### src/rtl/lcd_seq_pkg.sv
// lcd_seq_pkg: state encoding, init constants, timing defaults and command helpers for the LCD sequencer
package lcd_seq_pkg;
  typedef enum logic [2:0] {PWR_WAIT, INIT_NIB, IDLE, BYTE_HI, BYTE_LO, SETTLE} state_t;
  localparam logic [3:0] INIT_NIB_3 = 4'h3;
  localparam logic [3:0] INIT_NIB_2 = 4'h2;
  localparam logic [7:0] CMD_FUNC_SET = 8'h28;
  localparam logic [7:0] CMD_ENTRY_MODE = 8'h06;
  localparam logic [7:0] CMD_DISP_ON = 8'h0C;
  localparam logic [7:0] CMD_CLEAR = 8'h01;
  localparam int unsigned T_POWERON_DEF = 750000;
  localparam int unsigned T_INIT1_DEF = 205000;
  localparam int unsigned T_INIT2_DEF = 5000;
  localparam int unsigned T_SETUP_DEF = 2;
  localparam int unsigned T_E_HIGH_DEF = 12;
  localparam int unsigned T_NIBBLE_DEF = 50;
  localparam int unsigned T_CMD_DEF = 2000;
  localparam int unsigned T_CLEAR_DEF = 82000;
  // Clear (0x01) and Home (0x02/0x03) instructions need the long settle
  function automatic logic is_long_cmd(input logic rs, input logic [7:0] d);
    return !rs && d[7:2] == 6'd0 && d[1:0] != 2'd0;
  endfunction
  // Full-byte commands issued after the init nibbles, in order
  function automatic logic [7:0] init_cmd(input logic [1:0] i);
    return i == 2'd0 ? CMD_FUNC_SET : i == 2'd1 ? CMD_ENTRY_MODE : i == 2'd2 ? CMD_DISP_ON : CMD_CLEAR;
  endfunction
endpackage

### src/rtl/lcd_seq_ctrl_if.sv
// lcd_seq_ctrl_if: byte write request handshake and status between a requester and the LCD sequencer
interface lcd_seq_ctrl_if;
  logic req_valid;
  logic req_rs;
  logic [7:0] req_data;
  logic req_ready;
  logic init_done;
  logic busy;
  modport master (output req_valid, req_rs, req_data, input req_ready, init_done, busy);
  modport slave (input req_valid, req_rs, req_data, output req_ready, init_done, busy);
endinterface

### src/rtl/lcd_nibble_wr.sv
// lcd_nibble_wr: drives one LCD nibble with setup time and a fixed-width E pulse, then pulses done
module lcd_nibble_wr
  import lcd_seq_pkg::*;
#(
  parameter int unsigned T_SETUP = T_SETUP_DEF,
  parameter int unsigned T_E_HIGH = T_E_HIGH_DEF
) (
  input  logic       clk,
  input  logic       rst_n,
  input  logic       start,
  input  logic [3:0] nib,
  input  logic       nib_rs,
  output logic       e,
  output logic       rs,
  output logic [3:0] d,
  output logic       done
);
  typedef enum logic [1:0] {N_IDLE, N_SETUP, N_HIGH} nstate_t;
  nstate_t st;
  logic [19:0] timer;
  // rs/d are latched at start and held until the next start, so they never move while e is high
  always_ff @(posedge clk)
    if (!rst_n) begin
      st <= N_IDLE;
      timer <= '0;
      e <= 1'b0;
      rs <= 1'b0;
      d <= '0;
      done <= 1'b0;
    end else begin
      done <= 1'b0;
      case (st)
        N_IDLE: if (start) begin
          rs <= nib_rs;
          d <= nib;
          timer <= 20'(T_SETUP - 1);
          st <= N_SETUP;
        end
        N_SETUP: if (timer == '0) begin
          e <= 1'b1;
          timer <= 20'(T_E_HIGH - 1);
          st <= N_HIGH;
        end else timer <= timer - 20'd1;
        N_HIGH: if (timer == '0) begin
          e <= 1'b0;
          done <= 1'b1;
          st <= N_IDLE;
        end else timer <= timer - 20'd1;
        default: st <= N_IDLE;
      endcase
    end
endmodule

### src/rtl/lcd_seq_ctrl.sv
// lcd_seq_ctrl: LCD power-on init and byte write sequencer; define LCD_SEQ_FIFO_EN for a 4-entry request FIFO
module lcd_seq_ctrl
  import lcd_seq_pkg::*;
#(
  parameter int unsigned T_POWERON = T_POWERON_DEF,
  parameter int unsigned T_INIT1 = T_INIT1_DEF,
  parameter int unsigned T_INIT2 = T_INIT2_DEF,
  parameter int unsigned T_SETUP = T_SETUP_DEF,
  parameter int unsigned T_E_HIGH = T_E_HIGH_DEF,
  parameter int unsigned T_NIBBLE = T_NIBBLE_DEF,
  parameter int unsigned T_CMD = T_CMD_DEF,
  parameter int unsigned T_CLEAR = T_CLEAR_DEF
) (
  input  logic             clk,
  input  logic             rst_n,
  lcd_seq_ctrl_if.slave    bus,
  output logic             sf_e,
  output logic             e,
  output logic             rs,
  output logic             rw,
  output logic [3:0]       lcd_d
);
  state_t state;
  logic [19:0] timer;
  logic ph;
  logic [1:0] idx;
  logic init_done_q;
  logic cur_rs;
  logic [7:0] cur_data;
  logic nib_start;
  logic [3:0] nib_val;
  logic nib_rs;
  logic nib_done;
  logic take;
  logic take_rs;
  logic [7:0] take_data;
  logic [7:0] next_cmd;
  assign sf_e = 1'b1;
  assign rw = 1'b0;
  assign bus.init_done = init_done_q;
  assign next_cmd = init_cmd(idx + 2'd1);
`ifdef LCD_SEQ_FIFO_EN
  logic [8:0] fifo_q [4];
  logic [1:0] wr_ptr;
  logic [1:0] rd_ptr;
  logic [2:0] cnt;
  logic push;
  logic pop;
  assign pop = state == IDLE && cnt != 3'd0;
  assign bus.req_ready = cnt != 3'd4 || pop;
  assign push = bus.req_valid && bus.req_ready;
  assign take = pop;
  assign {take_rs, take_data} = fifo_q[rd_ptr];
  assign bus.busy = state != IDLE || cnt != 3'd0;
  // Request queue; a pop frees a slot in the same cycle so a full queue still accepts
  always_ff @(posedge clk)
    if (!rst_n) begin
      wr_ptr <= '0;
      rd_ptr <= '0;
      cnt <= '0;
    end else begin
      if (push) fifo_q[wr_ptr] <= {bus.req_rs, bus.req_data};
      wr_ptr <= wr_ptr + 2'(push);
      rd_ptr <= rd_ptr + 2'(pop);
      cnt <= cnt + 3'(push) - 3'(pop);
    end
`else
  assign bus.req_ready = state == IDLE;
  assign take = bus.req_valid && bus.req_ready;
  assign take_rs = bus.req_rs;
  assign take_data = bus.req_data;
  assign bus.busy = state != IDLE;
`endif
  // Sequencer: ph=0 waits for the nibble writer, ph=1 runs the settle/gap timer
  always_ff @(posedge clk)
    if (!rst_n) begin
      state <= PWR_WAIT;
      timer <= '0;
      ph <= 1'b0;
      idx <= '0;
      init_done_q <= 1'b0;
      cur_rs <= 1'b0;
      cur_data <= '0;
      nib_start <= 1'b0;
      nib_val <= '0;
      nib_rs <= 1'b0;
    end else begin
      nib_start <= 1'b0;
      case (state)
        PWR_WAIT: if (!ph) begin
          timer <= 20'(T_POWERON - 1);
          ph <= 1'b1;
        end else if (timer != '0) timer <= timer - 20'd1;
        else begin
          state <= INIT_NIB;
          ph <= 1'b0;
          nib_start <= 1'b1;
          nib_val <= INIT_NIB_3;
          nib_rs <= 1'b0;
        end
        INIT_NIB: if (!ph) begin
          if (nib_done) begin
            timer <= idx == 2'd0 ? 20'(T_INIT1 - 1) : idx == 2'd1 ? 20'(T_INIT2 - 1) : 20'(T_CMD - 1);
            ph <= 1'b1;
          end
        end else if (timer != '0) timer <= timer - 20'd1;
        else if (idx == 2'd3) begin
          state <= BYTE_HI;
          idx <= '0;
          cur_rs <= 1'b0;
          cur_data <= CMD_FUNC_SET;
          ph <= 1'b0;
          nib_start <= 1'b1;
          nib_val <= CMD_FUNC_SET[7:4];
          nib_rs <= 1'b0;
        end else begin
          idx <= idx + 2'd1;
          ph <= 1'b0;
          nib_start <= 1'b1;
          nib_val <= idx == 2'd2 ? INIT_NIB_2 : INIT_NIB_3;
          nib_rs <= 1'b0;
        end
        IDLE: if (take) begin
          state <= BYTE_HI;
          cur_rs <= take_rs;
          cur_data <= take_data;
          ph <= 1'b0;
          nib_start <= 1'b1;
          nib_val <= take_data[7:4];
          nib_rs <= take_rs;
        end
        BYTE_HI: if (!ph) begin
          if (nib_done) begin
            timer <= 20'(T_NIBBLE - 1);
            ph <= 1'b1;
          end
        end else if (timer != '0) timer <= timer - 20'd1;
        else begin
          state <= BYTE_LO;
          nib_start <= 1'b1;
          nib_val <= cur_data[3:0];
          nib_rs <= cur_rs;
        end
        BYTE_LO: if (nib_done) begin
          state <= SETTLE;
          timer <= is_long_cmd(cur_rs, cur_data) ? 20'(T_CLEAR - 1) : 20'(T_CMD - 1);
        end
        SETTLE: if (timer != '0) timer <= timer - 20'd1;
        else if (!init_done_q && idx != 2'd3) begin
          state <= BYTE_HI;
          idx <= idx + 2'd1;
          cur_data <= next_cmd;
          ph <= 1'b0;
          nib_start <= 1'b1;
          nib_val <= next_cmd[7:4];
          nib_rs <= 1'b0;
        end else begin
          state <= IDLE;
          init_done_q <= 1'b1;
        end
        default: state <= PWR_WAIT;
      endcase
    end
  lcd_nibble_wr #(.T_SETUP(T_SETUP), .T_E_HIGH(T_E_HIGH)) u_nib (
    .clk(clk),
    .rst_n(rst_n),
    .start(nib_start),
    .nib(nib_val),
    .nib_rs(nib_rs),
    .e(e),
    .rs(rs),
    .d(lcd_d),
    .done(nib_done)
  );
endmodule

### src/flat_wrapper.sv
// flat-port wrapper written by rule: the top's interface ports become plain ports
module lcd_seq_ctrl_flat import lcd_seq_pkg::*;
#(
  parameter int unsigned T_POWERON = T_POWERON_DEF,
  parameter int unsigned T_INIT1 = T_INIT1_DEF,
  parameter int unsigned T_INIT2 = T_INIT2_DEF,
  parameter int unsigned T_SETUP = T_SETUP_DEF,
  parameter int unsigned T_E_HIGH = T_E_HIGH_DEF,
  parameter int unsigned T_NIBBLE = T_NIBBLE_DEF,
  parameter int unsigned T_CMD = T_CMD_DEF,
  parameter int unsigned T_CLEAR = T_CLEAR_DEF
)
  (clk, rst_n, sf_e, e, rs, rw, lcd_d, bus_req_valid, bus_req_rs, bus_req_data, bus_req_ready, bus_init_done, bus_busy);
  lcd_seq_ctrl_if bus_i ();
  input  logic clk;
  input  logic rst_n;
  output logic sf_e;
  output logic e;
  output logic rs;
  output logic rw;
  output logic [3:0] lcd_d;
  input wire logic [$bits(bus_i.req_valid)-1:0] bus_req_valid;
  input wire logic [$bits(bus_i.req_rs)-1:0] bus_req_rs;
  input wire logic [$bits(bus_i.req_data)-1:0] bus_req_data;
  output wire logic [$bits(bus_i.req_ready)-1:0] bus_req_ready;
  output wire logic [$bits(bus_i.init_done)-1:0] bus_init_done;
  output wire logic [$bits(bus_i.busy)-1:0] bus_busy;
  assign bus_i.req_valid = bus_req_valid;
  assign bus_i.req_rs = bus_req_rs;
  assign bus_i.req_data = bus_req_data;
  assign bus_req_ready = bus_i.req_ready;
  assign bus_init_done = bus_i.init_done;
  assign bus_busy = bus_i.busy;
  lcd_seq_ctrl #(.T_POWERON(T_POWERON), .T_INIT1(T_INIT1), .T_INIT2(T_INIT2), .T_SETUP(T_SETUP), .T_E_HIGH(T_E_HIGH), .T_NIBBLE(T_NIBBLE), .T_CMD(T_CMD), .T_CLEAR(T_CLEAR)) u_core (.clk(clk), .rst_n(rst_n), .bus(bus_i), .sf_e(sf_e), .e(e), .rs(rs), .rw(rw), .lcd_d(lcd_d));
endmodule
### config.mk
export PLATFORM = sky130hd
export DESIGN_NAME = lcd_seq_ctrl_flat
export DESIGN_NICKNAME = d
export VERILOG_FILES = /design/src/rtl/lcd_seq_pkg.sv /design/src/rtl/lcd_seq_ctrl_if.sv /design/src/rtl/lcd_nibble_wr.sv /design/src/rtl/lcd_seq_ctrl.sv /design/src/flat_wrapper.sv
export SDC_FILE = /design/constraint.sdc
export NUM_CORES = 1
export LEC_CHECK = 0
export ABC_AREA = 1
export CAP_MARGIN = 10
export CORE_UTILIZATION = 30
export DETAILED_ROUTE_END_ITERATION = 10
export SYNTH_ARGS = -nofsm -noshare
export SYNTH_HDL_FRONTEND = slang
export SYNTH_HIERARCHICAL = 1
export SYNTH_SLANG_ARGS = --single-unit
export TNS_END_PERCENT = 50
### constraint.sdc
create_clock -name clk -period 1.75 [get_ports clk]
set_clock_uncertainty 0.05 [all_clocks]
set_input_delay 0.35 -clock clk [delete_from_list [all_inputs] [get_ports clk]]
set_output_delay 0.35 -clock clk [all_outputs]
set_load 0.05 [all_outputs]
==> impl_metrics.yaml <==
status:
  status: "finished, violations left"
  violations: "setup timing"
floorplanning:
  die_y_um: 131
  rows: 46
  core-area_um2: 16000
  dieArea_um2: 17000
  die_x_um: 131
  ioPinCount: 23
  initial_core_util_pct: 31.0
cts:
  ctsHoldBuffers: 0
  cts_max_level: 3
  clk_pin_slew_ns: 0.06
  cts_tree: "yes"
  cts_buffer_depth: 2
  cts-root-buf: "clkbuf_16"
  clk_latency_ns: 0.35
  cts_sinks: 71
  numCtsBuffers: 9
critical_path:
  cp_max_fo: 8
  reg2reg_from: "u_core/timer[11]$_SDFFE_PN0P_"
  setup.worst_path.start_class: "register"
  reg2reg_setup_slack_ns: -0.04
  reg2reg_to: "u_core/cur_data[6]$_SDFFE_PN0P_"
  crit_type: "reg -> reg"
  cp_cell_sequence: "nor2_4 -> nand2_2 -> nor2_4 -> nand3_4 -> nand2_2 -> inv_2 -> nor2_4 -> nand2_4 -> inv_8 -> nand2_2 -> nand2_1 -> nor2_1"
  cp.required_ns: 1.95
  endpoint_kind: "register"
  cpPeakStageDelay_ns: 0.36
  slowest_stage: "dfxtp_4"
  worst_r2r_path_depth: 12
  worstPathArrival_ns: 1.99
placed_design:
  port_buffers: 20
  dp_hpwl_um: 10200
  place_congestion: 0.937
  place_area_um2: 6010
synthesis:
  yosys_warnings: 6
  synth_top_cell_by_area: "dfxtp_1"
  synth_area_um2: 4950
  seq_area_frac_synth_pct: 28.7
  synth_async_sr_flop_share_pct: 0
  synth_top_flop_cell: "dfxtp_1"
  synth.top_cell.area_share_pct: 28.7
  synthDistinctLibCells: 48
  synthTopCellsByArea: "dfxtp_1, nand2_1, nor2_1"
  synth_commonest_cells: "nand2_1, nor2_1, inv_1, dfxtp_1, nand3_1"
  synth_most_common_cell: "nand2_1"
  syn_avg_cell_area_um2: 6.24
  synth_edf_count: 0
  syn_nets: 822
  ys_ff_latch: 71
  postSynthCellCount: 794
worst_hold_path:
  hp-start: "rst_n"
  worstHoldEndpoint: "u_core/u_nib/timer[6]$_SDFFE_PN0P_"
  worstHoldPathType: "in -> reg"
  hold_depth: 3
cells_and_area:
  area_growth_pct: 34.4
  drive_above_1_share_pct: 25.7
  postLayoutCellArea_um2: 6660
  n_antenna_cell: 0
  fillers: 1704
  fin_nets: 934
  fin_util_pct: 41.6
timing:
  final_hold_viol_count: 0
  timing.final.ws_setup_ns: -0.0374
  rsz0062_at_grt: "true"
  setup_viol_count_final: 9
  fin_tns_setup_ns: -0.156
  finalMaxSlewViolations: 0
  finalCriticalPeriod_ns: 1.79
  finalCritPeriodShare_pct: 102
  fmax_ghz: 0.559
grt:
  antenna_found_initial: 0
  grt_overflow: 0
  grt_pass1_wl_um: 22500
  grt_usage_pct: 16.8
  grt_pass1_vias: 4759
  grt_max_degree: 30
drt:
  drt_iter0_markers: 313
  ant_nets: 0
  drcViolationCount: 0
  drtPass1Iterations: 5
  vias_per_cell: 4.70
  num_vias: 5293
  wl_um: 13900
  wl_per_cell_um: 12.3
flow_run:
  maxCapViolCount: 0
power:
  powerDensity_nw_per_um2: 2050
  peakVddDrop_mv: 0.611
  p_total_mw: 13.7
  p_leak_nw: 3.08
sequential cells by signal, indices dropped and copies added (netlist names), 2 cells and up:
name                flops
u_core/u_nib/timer     20
u_core/nib_val          4
u_core/cur_data         8
u_core/u_nib/d          4
u_core/timer           20
u_core/u_nib/st         2
u_core/state            3
u_core/idx              2
worst max-delay path: cells and delay by family, from the launching register on:
| kind | cells | cell delay [ns] |
|---|---|---|
| buffers and inverters | 2 | 0.16 |
| DFF | 1 | 0.36 |
| and+or+nand+nor | 10 | 1.13 |
how the worst max path moves through the flow:
stage	from	to	slack (ns)
4_1_cts	u_core/state[1]$_SDFFE_PN0P_	bus_req_ready	-0.04
6_report	u_core/timer[11]$_SDFFE_PN0P_	u_core/cur_data[6]$_SDFFE_PN0P_	-0.04
3_3_place_gp	u_core/idx[0]$_SDFFE_PN0P_	u_core/nib_rs$_SDFFE_PN0P_	0.01
3_5_place_dp	u_core/idx[0]$_SDFFE_PN0P_	u_core/nib_rs$_SDFFE_PN0P_	-0.02
2_1_floorplan	u_core/idx[0]$_SDFFE_PN0P_	u_core/nib_rs$_SDFFE_PN0P_	0.07
5_1_grt	u_core/timer[11]$_SDFFE_PN0P_	u_core/cur_data[6]$_SDFFE_PN0P_	-0.12
per-layer routing:
layer  track usage, %  wire length (µm)  vias up
met5                0                 0        -
met3             4.11               527       25
met1             21.5              6650     2394
li1                 -                 -     2771
met2             27.4              6340      103
met4             5.68               350        0
per-stage QoR:
stage | std cells | hold slack (ns) | worst slack [ns]
detailed placement | 1103 | 0.405 | -0.0153
CTS | 1119 | 0.303 | -0.0358
global placement | 1103 | 0.398 | 0.0147
floorplan | 794 | 0.384 | 0.0698
finish | 1127 | 0.317 | -0.0374
global route | 1127 | 0.330 | -0.125
layout make-up:
type	count	area, µm²	share of cell area, %
clock buffers	11	253	3.79
clock inverters	5	104	1.56
inverters	109	432	6.48
flip-flops and latches	71	1430	21.5
multi-input cells	598	3210	48.1
repair inverters	1	6.26	0.0939
repair buffers	116	955	14.3
well taps	216	270	4.06
where the power goes:
group | switching [mW] | internal, mW | total [mW] | leakage, nW
sequential | 0.335 | 2.10 | 2.44 | 0.582
clock | 0.759 | 1.47 | 2.23 | 0.176
combinational | 5.38 | 3.63 | 9.01 | 2.32
total | 6.48 | 7.20 | 13.7 | 3.08
cells by family after synthesis:
| kind of cell | share of synthesized area, % |
|---|---|
| simple gates | 43.6 |
| compound gates | 12.0 |
| xor+xnor | 0.707 |
| fa+ha+maj | 4.04 |
| buf+inv | 10.8 |
| other cells | 0.152 |
| flops | 28.7 |
repair_timing:
| item | CTS | global route |
|---|---|---|
| pin swaps | 0 | 25 |
| buffers inserted | 0 | 7 |
| resized for setup | 4 | 76 |
| endpoints found under the setup margin | 8 | 60 |
| cloned | 0 | 2 |
placed cells by master (no fill, tap or decap), types with 2 or more instances in the layout:
master / n
nor2_1: 141
nand3_4: 2
clkbuf_16: 9
a21oi_1: 36
bufinv_16: 3
nor2_8: 2
a211oi_1: 2
nand3_2: 4
nand2_2: 18
nand4_1: 18
xor2_1: 4
dfxtp_1: 63
nor2_2: 18
a31oi_1: 6
o21ai_2: 5
a21oi_2: 3
o21ai_0: 36
nor2_4: 16
nand2_4: 11
conb_1: 2
o21ai_1: 6
dfxtp_2: 7
o21bai_1: 4
clkbuf_8: 2
a22o_1: 2
inv_1: 93
nand3_1: 64
ha_1: 13
buf_6: 3
clkdlybuf4s50_1: 10
buf_4: 98
nand2_1: 157
ha_2: 2
inv_2: 9
nor4_1: 2
or2_2: 3
inv_4: 5
buf_12: 4
nor3_1: 9
Note: power is estimated with default switching activity, not from simulation.
